<file path="src/rtl/aes_pkg.sv">
// Shared types and constants for the AES SPI framing front-end.
package aes_pkg;

  typedef enum logic [1:0] {
    IDLE  = 2'd0,
    SHIFT = 2'd1,
    BUSY  = 2'd2,
    DONE  = 2'd3
  } state_e;

  localparam logic [7:0]  DIR_ENC = 8'h00;
  localparam logic [7:0]  DIR_DEC = 8'hFF;
  localparam int unsigned BLK_W   = 128;
  localparam int unsigned DIR_W   = 8;
  localparam int unsigned STAT_W  = 8;

  typedef struct packed {
    logic       dec;
    logic       k256;
    logic       k192;
    logic       err;
    logic [3:0] rsvd;
  } status_t;

  // Frame length: optional direction byte, message block, key.
  function automatic int unsigned frame_bits(input int unsigned k, input int unsigned inv);
    return (inv == 32'd2) ? (DIR_W + BLK_W + k) : (BLK_W + k);
  endfunction

endpackage

</file>
<file path="src/rtl/sck_sync.sv">
// Synchronises sck/sdi/load into clk and produces aligned edge pulses.
// All outputs share a latency of SYNC+1 clk from the pins.
module sck_sync #(
  parameter int unsigned SYNC = 2
) (
  input  logic clk,
  input  logic reset,
  input  logic sck_i,
  input  logic sdi_i,
  input  logic load_i,
  output logic sck_rise_o,
  output logic sck_fall_o,
  output logic sdi_o,
  output logic load_rise_o,
  output logic load_fall_o
);

  logic [SYNC-1:0] sck_q, sdi_q, load_q;
  logic            sck_p_q, load_p_q;

  always_ff @(posedge clk or posedge reset) begin
    if (reset) begin
      sck_q       <= '0;
      sdi_q       <= '0;
      load_q      <= '0;
      sck_p_q     <= 1'b0;
      load_p_q    <= 1'b0;
      sck_rise_o  <= 1'b0;
      sck_fall_o  <= 1'b0;
      sdi_o       <= 1'b0;
      load_rise_o <= 1'b0;
      load_fall_o <= 1'b0;
    end else begin
      sck_q       <= {sck_q[SYNC-2:0], sck_i};
      sdi_q       <= {sdi_q[SYNC-2:0], sdi_i};
      load_q      <= {load_q[SYNC-2:0], load_i};
      sck_p_q     <= sck_q[SYNC-1];
      load_p_q    <= load_q[SYNC-1];
      sck_rise_o  <= sck_q[SYNC-1] & ~sck_p_q;
      sck_fall_o  <= ~sck_q[SYNC-1] & sck_p_q;
      sdi_o       <= sdi_q[SYNC-1];
      load_rise_o <= load_q[SYNC-1] & ~load_p_q;
      load_fall_o <= ~load_q[SYNC-1] & load_p_q;
    end
  end

endmodule

</file>
<file path="src/rtl/aes_spi_frame.sv">
// SPI-slave framing front-end for an AES core: shift in {dir, msg, key}, hand off, shift out result.
// Optional status byte ahead of the result when AES_SPI_STATUS_EN is defined.
module aes_spi_frame
  import aes_pkg::*;
#(
  parameter int unsigned K    = 128,
  parameter int unsigned INV  = 2,
  parameter int unsigned SYNC = 2
) (
  input  logic             clk,
  input  logic             reset,
  input  logic             sck,
  input  logic             sdi,
  input  logic             load,
  output logic             sdo,
  output logic             done,
  output logic             core_start,
  output logic [K-1:0]     core_key,
  output logic [BLK_W-1:0] core_msg,
  output logic             core_dec,
  input  logic             core_done,
  input  logic [BLK_W-1:0] core_result
);

  localparam int unsigned FRAME = frame_bits(K, INV);
  localparam int unsigned CW    = $clog2(FRAME + 2);
`ifdef AES_SPI_STATUS_EN
  localparam int unsigned OUTW  = BLK_W + STAT_W;
`else
  localparam int unsigned OUTW  = BLK_W;
`endif

  logic sck_rise, sck_fall, sdi_s, load_rise, load_fall;

  sck_sync #(.SYNC(SYNC)) u_sync (
    .clk         (clk),
    .reset       (reset),
    .sck_i       (sck),
    .sdi_i       (sdi),
    .load_i      (load),
    .sck_rise_o  (sck_rise),
    .sck_fall_o  (sck_fall),
    .sdi_o       (sdi_s),
    .load_rise_o (load_rise),
    .load_fall_o (load_fall)
  );

  state_e           state_q, state_d;
  logic [FRAME-1:0] sreg_q, sreg_d, sreg_nx;
  logic [CW-1:0]    cnt_q, cnt_d, cnt_nx;
  logic [OUTW-1:0]  out_q, out_d, res_val;
  logic             sdo_q, sdo_d, done_q, done_d, start_q, start_d, dec_q, dec_d;
  logic [K-1:0]     key_q, key_d;
  logic [BLK_W-1:0] msg_q, msg_d;
  logic [DIR_W-1:0] dir_b;
  logic             dir_ok, dec_nx;

`ifdef AES_SPI_STATUS_EN
  status_t status;
  logic    err_q, err_d;

  always_comb begin
    status      = '0;
    status.dec  = dec_q;
    status.k256 = (K == 32'd256);
    status.k192 = (K == 32'd192);
    status.err  = err_q;
  end

  assign res_val = {status, core_result};

  always_ff @(posedge clk or posedge reset) begin
    if (reset) err_q <= 1'b0;
    else       err_q <= err_d;
  end
`else
  assign res_val = core_result;
`endif

  always_ff @(posedge clk or posedge reset) begin
    if (reset) begin
      state_q <= IDLE;
      sreg_q  <= '0;
      cnt_q   <= '0;
      out_q   <= '0;
      sdo_q   <= 1'b0;
      done_q  <= 1'b0;
      start_q <= 1'b0;
      dec_q   <= 1'b0;
      key_q   <= '0;
      msg_q   <= '0;
    end else begin
      state_q <= state_d;
      sreg_q  <= sreg_d;
      cnt_q   <= cnt_d;
      out_q   <= out_d;
      sdo_q   <= sdo_d;
      done_q  <= done_d;
      start_q <= start_d;
      dec_q   <= dec_d;
      key_q   <= key_d;
      msg_q   <= msg_d;
    end
  end

  // Shift step applied before the length check so a coincident sck edge counts.
  always_comb begin
    sreg_nx = sreg_q;
    cnt_nx  = cnt_q;
    if (state_q == SHIFT && sck_rise) begin
      sreg_nx = {sreg_q[FRAME-2:0], sdi_s};
      if (cnt_q < CW'(FRAME + 1)) cnt_nx = cnt_q + CW'(1);
    end
    dir_b = sreg_nx[FRAME-1 -: DIR_W];
    if (INV == 32'd2) begin
      dir_ok = (dir_b == DIR_ENC) || (dir_b == DIR_DEC);
      dec_nx = (dir_b == DIR_DEC);
    end else begin
      dir_ok = 1'b1;
      dec_nx = (INV == 32'd1);
    end
  end

  always_comb begin
    state_d = state_q;
    sreg_d  = sreg_q;
    cnt_d   = cnt_q;
    out_d   = out_q;
    sdo_d   = sdo_q;
    done_d  = done_q;
    start_d = 1'b0;
    dec_d   = dec_q;
    key_d   = key_q;
    msg_d   = msg_q;
`ifdef AES_SPI_STATUS_EN
    err_d   = err_q;
`endif
    case (state_q)
      IDLE: begin
        if (load_rise) begin
          cnt_d   = '0;
          state_d = SHIFT;
        end
      end
      SHIFT: begin
        sreg_d = sreg_nx;
        cnt_d  = cnt_nx;
        if (load_fall) begin
          if (cnt_nx == CW'(FRAME) && dir_ok) begin
            key_d   = sreg_nx[K-1:0];
            msg_d   = sreg_nx[K +: BLK_W];
            dec_d   = dec_nx;
            start_d = 1'b1;
            state_d = BUSY;
          end else begin
`ifdef AES_SPI_STATUS_EN
            err_d   = 1'b1;
`endif
            state_d = IDLE;
          end
        end
      end
      BUSY: begin
        if (load_rise) begin
          cnt_d   = '0;
          state_d = SHIFT;
        end else if (core_done) begin
          sdo_d   = res_val[OUTW-1];
          out_d   = res_val << 1;
          done_d  = 1'b1;
          cnt_d   = '0;
`ifdef AES_SPI_STATUS_EN
          err_d   = 1'b0;
`endif
          state_d = DONE;
        end
      end
      DONE: begin
        if (load_rise) begin
          done_d  = 1'b0;
          sdo_d   = 1'b0;
          cnt_d   = '0;
          state_d = SHIFT;
        end else if (sck_fall) begin
          // cnt counts falls already taken; the last fall ends the read-out.
          if (cnt_q == CW'(OUTW - 1)) begin
            done_d  = 1'b0;
            sdo_d   = 1'b0;
            state_d = IDLE;
          end else begin
            sdo_d = out_q[OUTW-1];
            out_d = out_q << 1;
            cnt_d = cnt_q + CW'(1);
          end
        end
      end
      default: state_d = IDLE;
    endcase
  end

  assign sdo        = sdo_q;
  assign done       = done_q;
  assign core_start = start_q;
  assign core_key   = key_q;
  assign core_msg   = msg_q;
  assign core_dec   = dec_q;

endmodule

</file>
<file path="config.mk">
export PLATFORM = sky130hd
export DESIGN_NAME = aes_spi_frame
export DESIGN_NICKNAME = d
export VERILOG_FILES = /design/src/rtl/aes_pkg.sv /design/src/rtl/sck_sync.sv /design/src/rtl/aes_spi_frame.sv
export SDC_FILE = /design/constraint.sdc
export NUM_CORES = 1
export LEC_CHECK = 0
export CELL_PAD_IN_SITES_DETAIL_PLACEMENT = 2
export CELL_PAD_IN_SITES_GLOBAL_PLACEMENT = 2
export CORE_ASPECT_RATIO = 0.75
export CORE_UTILIZATION = 38
export DETAILED_ROUTE_END_ITERATION = 7
export PLACE_DENSITY = 0.86
export SETUP_SLACK_MARGIN = 0.5
export SYNTH_ARGS = -nofsm -noshare
export SYNTH_HDL_FRONTEND = slang
export SYNTH_SLANG_ARGS = --single-unit
</file>
<file path="constraint.sdc">
create_clock -name clk -period 57.6 [get_ports clk]
set_input_delay 14.4 -clock clk [delete_from_list [all_inputs] [get_ports clk]]
set_output_delay 14.4 -clock clk [all_outputs]
set_load 0.01 [all_outputs]
</file>
==> impl_metrics.env, run 1 <==
export IMPL_status="complete, no violations"
export IMPL_post_route_min_period_ns=17.66
export IMPL_drive_gt1_share_pct=6.29
export IMPL_hpwl_um=51700
export IMPL_finalHoldViolations=0
export IMPL_hold_class="flop to flop"
export IMPL_async_reset_ff_share_pct=100
export IMPL_die_area_mm2=0.0708
export IMPL_synth_edf_count=0
export IMPL_cts_tree="yes"
export IMPL_cts_resized=0
export IMPL_power_density_mw_per_mm2=30.2
export IMPL_dp_cells=3565
export IMPL_finalCritPeriodShare_pct=30.7
export IMPL_ir_worst_vdd_mv=0.0187
export IMPL_finalSetupViolCount=0
export IMPL_clock_latency_ns=0.62
export IMPL_grt_pass1_wl_um=129000
export IMPL_gp_congestion=0.773
export IMPL_fmax_mhz=56.6
export IMPL_worstSetupStartpointType="input pin"
export IMPL_min_from="u_sync.sdi_q[1]"
export IMPL_yosysWarnings=0
export IMPL_grt_max_degree=208
export IMPL_yosys_area_share_simple_pct=14.3
export IMPL_synth_top_area_share_pct=63.7
export IMPL_first_pass_iters=4
export IMPL_ctsHoldBuffers=0
export IMPL_seq_area_mm2=0.0169
export IMPL_antenna_found_initial=3
export IMPL_maxSlewViolCount=0
export IMPL_multiInputGateArea_mm2=0.00897
export IMPL_post_cts_buffers=0
export IMPL_clk_pin_slew_ns=0.07
export IMPL_synth_ff_type="dfrtp_1"
export IMPL_synth_area_leaders="dfrtp_1, nand2_1, mux2_1"
export IMPL_critPathKind="input pin to flop"
export IMPL_synth_most_common_cell="nand2_1"
export IMPL_final_cells=3690
export IMPL_cp_data_arrival_time_ns=18.13
export IMPL_tightest_slew_ns=1.09
export IMPL_grt_ovfl_total=0
export IMPL_initial_core_util_pct=38.6
export IMPL_htreeDepth=3
export IMPL_timing_rr_end="core_msg[72]"
export IMPL_avgSynthCellArea_um2=11.3
export IMPL_timing_rr_start="state_q[0]"
export IMPL_synth_area_mux_share_pct=15.8
export IMPL_whs_path_depth=0
export IMPL_synth_cell_types=46
export IMPL_drc=0
export IMPL_synth_xor_area_share_pct=0.132
export IMPL_min_to="u_sync.sdi_o"
export IMPL_postRouteAntennaNets=0
export IMPL_critical_path_required_ns=58.07
export IMPL_ys_ff_latch=675
export IMPL_maxCapViolCount=0
export IMPL_cellLeakagePower_nw=16.7
export IMPL_grt_pass1_vias=21641
export IMPL_fin_worst_skew_ns=0.0202
export IMPL_numCtsBuffers=69
export IMPL_fp_dieW_um=307
export IMPL_syn_area_mm2=0.0265
export IMPL_synth_compound_area_share_pct=3.44
export IMPL_area_growth_pct=26.3
export IMPL_fin_area_mm2=0.0335
export IMPL_yosysTopAreaCell="dfrtp_1"
export IMPL_wirelength_um=81500
export IMPL_total_power_mw=1.01
export IMPL_wl_per_cell_um=22.1
export IMPL_worstPathMaxFanout=77
export IMPL_io_buffers=393
export IMPL_clock_sinks=675
export IMPL_row_count=83
export IMPL_clockBufferDepth=3
export IMPL_slew_headroom_pct=27.1
export IMPL_synthCells=2356
export IMPL_setup_worst_path_end_class="flop"
export IMPL_finalNetCount=2836
export IMPL_drt_iter0_drc=928
export IMPL_synth_top_family_by_area="multiplexers"
export IMPL_rr_worst_depth=9
export IMPL_vias=18562
export IMPL_io_pins=394
export IMPL_grt_usage_pct=23.4
export IMPL_vias_per_cell=5.03
export IMPL_yosysSeqAreaShare_pct=63.7
export IMPL_yosys_top_cells_count="nand2_1, dfrtp_1, mux2_1"
export IMPL_synthAdderAreaFrac_pct=0.0472
export IMPL_rsz0062_at_grt="no"
export IMPL_fillers=6860
export IMPL_fin_tns_setup_ns=0
export IMPL_core_area_mm2=0.0687
export IMPL_placed_area_mm2=0.0312
export IMPL_regToRegSetupSlack_ns=52.06
export IMPL_die_y_um=231
export IMPL_cts_root_buf="clkbuf_16"
export IMPL_synthesis_nets=2491
-- how the worst max path moves through the flow --
stage	from	end	slack [ns]	depth (start not counted)
global placement	core_done	core_msg[107]	39.45	8
floorplan	reset	cnt_q[0]	24.28	1
finish	core_done	core_msg[72]	39.94	8
detailed placement	core_done	core_msg[72]	39.32	8
CTS	core_done	core_key[118]	39.97	8
global route	core_done	core_key[118]	39.72	8
-- routing by layer --
layer  up-vias  wire, um  GRT usage (%)
li1       8386         -              -
met1      9705     32900           27.5
met2       318     42800           42.2
met3       153      2740           4.08
met4         0      3140           9.24
met5         -         0              0
-- area by class of cell --
cell class                      count  share of cell area [%]
Inverter                            4                  0.0673
Clock buffer                      100                    6.14
Antenna cell                        3                  0.0224
Tap cell                          935                    3.49
Sequential cell                   675                    50.5
Timing Repair Buffer              411                    12.3
Multi-Input combinational cell   1540                    26.8
Clock inverter                     22                   0.777
-- through the flow --
stage                     util (%)  worst slack, ns  hold slack, ns
after floorplan                  -            24.28           0.331
after global placement        45.3            39.45           0.340
after detailed placement      45.3            39.32           0.340
after CTS                     48.7            39.97           0.354
after global routing          48.7            39.72           0.362
final                         48.7            39.94           0.353
-- worst max-delay path, cell delays in order --
cell	delay, ns
clkdlybuf4s50_1	0.51
and2_1	0.17
o22a_1	0.19
o221ai_1	0.23
nor4b_4	0.29
buf_4	0.82
buf_4	0.97
mux2_1	0.44
-- cells by family after synthesis --
kind of cell,Yosys count
buf+inv,141
compound gates,168
mux,387
simple gates,980
fa+ha+maj,1
flops,675
xor+xnor,4
-- power by group --
part,switching [mW],total [mW],internal [mW]
registers,0.00742,0.489,0.482
logic,0.0392,0.0558,0.0166
clock network,0.195,0.467,0.271
-- sequential cells by signal, summed over array words and instances (netlist names) --
register and cells:
core_key 128, u_sync.sck_q 2, u_sync.load_q 2, sreg_q 264
core_start 1, state_q 2, core_dec 1, out_q 127
u_sync.sdi_o 1, u_sync.sck_p_q 1, done 1, u_sync.load_p_q 1
core_msg 128, u_sync.sck_rise_o 1, u_sync.load_rise_o 1, u_sync.sck_fall_o 1
u_sync.sdi_q 2, u_sync.load_fall_o 1, sdo 1, cnt_q 9
-- cell usage in the layout (no fill, tap or decap), drive strengths merged, types with 2 or more instances in the layout --
cell	n
inv	7
mux2i	129
a31oi	2
o21ai	137
and4	3
a21oi	11
dfrtp	675
nand3b	2
clkbuf	100
diode	3
nand3	2
a22o	3
nor2b	5
nor3	5
clkdlybuf4s50	393
clkinv	13
and2	5
o22ai	2
nand2b	3
xnor2	3
nand4	4
nand2	929
buf	18
bufinv	5
and3	5
mux2	258
nor2	12
a41oi	2
No activity file was read; power rests on OpenSTA's default activity.
==> run 2: changes to the inputs <==
--- a/config.mk
+++ b/config.mk
@@ -8,9 +8,9 @@
 export CELL_PAD_IN_SITES_DETAIL_PLACEMENT = 2
 export CELL_PAD_IN_SITES_GLOBAL_PLACEMENT = 2
 export CORE_ASPECT_RATIO = 0.75
-export CORE_UTILIZATION = 38
+export CORE_UTILIZATION = 36
 export DETAILED_ROUTE_END_ITERATION = 7
-export PLACE_DENSITY = 0.86
+export PLACE_DENSITY = 0.82
 export SETUP_SLACK_MARGIN = 0.5
 export SYNTH_ARGS = -nofsm -noshare
 export SYNTH_HDL_FRONTEND = slang
==> constraint.sdc (replaced) <==
create_clock -name clk -period 18.1 [get_ports clk]
set_input_delay 4.525 -clock clk [delete_from_list [all_inputs] [get_ports clk]]
set_output_delay 4.525 -clock clk [all_outputs]
set_load 0.01 [all_outputs]
==> impl_metrics.env, run 2 (same netlist as run 1, synthesis figures left out) <==
export IMPL_startpoint="core_done"
export IMPL_min_from="u_sync.sdi_q[0]"
export IMPL_fmax_mhz=134
export IMPL_clk_pin_slew_ns=0.06
export IMPL_fin_worst_skew_ns=0.0216
export IMPL_vias_per_cell=4.98
export IMPL_cellLeakagePower_nw=16.6
export IMPL_final_cells=3710
export IMPL_final_common_cell="nand2_1"
export IMPL_cts_root_buf="clkbuf_16"
export IMPL_antenna_found_initial=6
export IMPL_dp_cells=3589
export IMPL_finalHoldViolations=0
export IMPL_slew_headroom_pct=21.2
export IMPL_grt_usage_pct=21.0
export IMPL_cts_tree="yes"
export IMPL_grt_pass1_vias=21355
export IMPL_drc=12
export IMPL_largest_register_ffs=264
export IMPL_crit_family="buffers and inverters"
export IMPL_critPathKind="input pin to flop"
export IMPL_gp_congestion=0.776
export IMPL_status="finished with violations"
export IMPL_clock_sinks=675
export IMPL_grt_ovfl_total=0
export IMPL_ir_worst_vdd_mv=0.0655
export IMPL_rsz0062_at_grt="no"
export IMPL_die_area_mm2=0.0748
export IMPL_postRouteAntennaNets=0
export IMPL_row_count=85
export IMPL_cpPeakStageDelay_ns=0.61
export IMPL_maxCapViolCount=0
export IMPL_tightest_slew_ns=1.18
export IMPL_ctsHoldBuffers=0
export IMPL_timing_rr_start="state_q[0]"
export IMPL_wl_per_cell_um=20.6
export IMPL_initial_core_util_pct=36.7
export IMPL_clockBufferDepth=3
export IMPL_total_power_mw=3.14
export IMPL_post_route_min_period_ns=7.44
export IMPL_numCtsBuffers=71
export IMPL_layout_setup_ws_ns=10.66
export IMPL_power_frac_seq_pct=49.5
export IMPL_finalCritPeriodShare_pct=41.1
export IMPL_first_pass_iters=8
export IMPL_final_cell_mix="nand2_1, dfrtp_1, clkdlybuf4s50_1"
export IMPL_vias=18461
export IMPL_wirelength_um=76500
export IMPL_hold_class="flop to flop"
export IMPL_core_area_mm2=0.0723
export IMPL_die_y_um=237
export IMPL_path_cells="clkdlybuf4s50_1, and2_1, o22a_1, o221ai_1, nor4b_4, buf_4, buf_12, mux2_1"
export IMPL_fp_dieW_um=315
export IMPL_finalNetCount=2840
export IMPL_violations="design-rule violations"
export IMPL_hpwl_um=50900
export IMPL_pwr_share_clk_pct=44.9
export IMPL_io_buffers=393
export IMPL_drive_gt1_share_pct=6.11
export IMPL_drt_iter0_drc=850
export IMPL_io_pins=394
export IMPL_switching_share_pct=23.8
export IMPL_cp_slowest_cell="buf_4"
export IMPL_post_cts_buffers=0
export IMPL_p_sw_mw=0.748
export IMPL_power_density_mw_per_mm2=94.1
export IMPL_worstSetupStartpointType="input pin"
export IMPL_cts_resized=0
export IMPL_p_int_mw=2.40
export IMPL_cp_data_arrival_time_ns=7.91
export IMPL_critical_path_required_ns=18.57
export IMPL_fin_tns_setup_ns=0
export IMPL_maxSlewViolCount=0
export IMPL_pwr_share_comb_pct=5.5
export IMPL_clock_latency_ns=0.61
export IMPL_preCtsSetupSlack_ns=10.0
export IMPL_worstPathMaxFanout=157
export IMPL_htreeDepth=3
export IMPL_area_growth_pct=26.0
export IMPL_grt_max_degree=167
export IMPL_regMostFlops="sreg_q"
export IMPL_setup_worst_path_end_class="flop"
export IMPL_path_buf_inv=3
export IMPL_finalSetupViolCount=0
export IMPL_grt_pass1_wl_um=124000
run 2: cell count changes in the layout (fill, tap and decap cells not counted):
| cell | before | now |
|---|---|---|
| inv_6 | 3 | 2 |
| clkbuf_1 | 13 | 17 |
| clkinv_2 | 12 | 11 |
| bufinv_16 | 5 | 0 |
| inv_8 | 1 | 0 |
| clkbuf_16 | 72 | 76 |
| diode_2 | 3 | 2 |
| clkinvlp_4 | 1 | 2 |
| clkbuf_8 | 15 | 11 |
| buf_4 | 15 | 17 |
run 2: cell type report:
| type | count | area (um^2) |
|---|---|---|
| Multi-Input combinational cell | 1540 | 8970 |
| Inverter | 4 | 18.8 |
| Sequential cell | 675 | 16900 |
| Fill cell | 7243 | 38900 |
| Tap cell | 957 | 1200 |
| Antenna cell | 2 | 5.00 |
| Clock inverter | 15 | 96.3 |
| Timing Repair Buffer | 413 | 4120 |
| Clock buffer | 104 | 2120 |
run 2: path summary, 6_finish.rpt:
kind | endpoint | slack, ns | cells past startpoint
min in group asynchronous | out_q[107] | 4.30 | 2
worst max register to register | core_key[19] | 12.25 | 9
worst min-delay path | u_sync.sdi_q[1] | 0.35 | 0
max in group asynchronous | core_key[115] | 10.77 | 5
worst min register to register | u_sync.sdi_q[1] | 0.35 | 0
worst max-delay path | core_key[19] | 10.66 | 8
run 2: per-layer routing:
layer | part of all wire [%] | vias up | GRT usage, %
met5 | 0.035 | - | 0
met4 | 3.2 | 4 | 7.29
met3 | 3.8 | 130 | 4.24
met2 | 51 | 310 | 36.3
met1 | 42 | 9633 | 25.9
li1 | - | 8384 | -
run 2: metrics by stage:
stage | hold WS (ns) | util [%] | area [um^2]
6_report | 0.351 | 46.2 | 33400
5_1_grt | 0.356 | 46.2 | 33400
4_1_cts | 0.352 | 46.2 | 33400
3_5_place_dp | 0.339 | 43.1 | 31200
3_3_place_gp | 0.334 | 43.1 | 31200
2_1_floorplan | 0.331 | - | 26500
run 2: power by group through the flow:
stage	Clock, mW	Combinational [mW]	Sequential, mW
6_report	1.41	0.174	1.56
2_1_floorplan	0	0.112	1.57
3_5_place_dp	0	0.180	1.58
3_3_place_gp	0	0.172	1.58
4_1_cts	1.46	0.181	1.56
5_1_grt	1.51	0.197	1.56
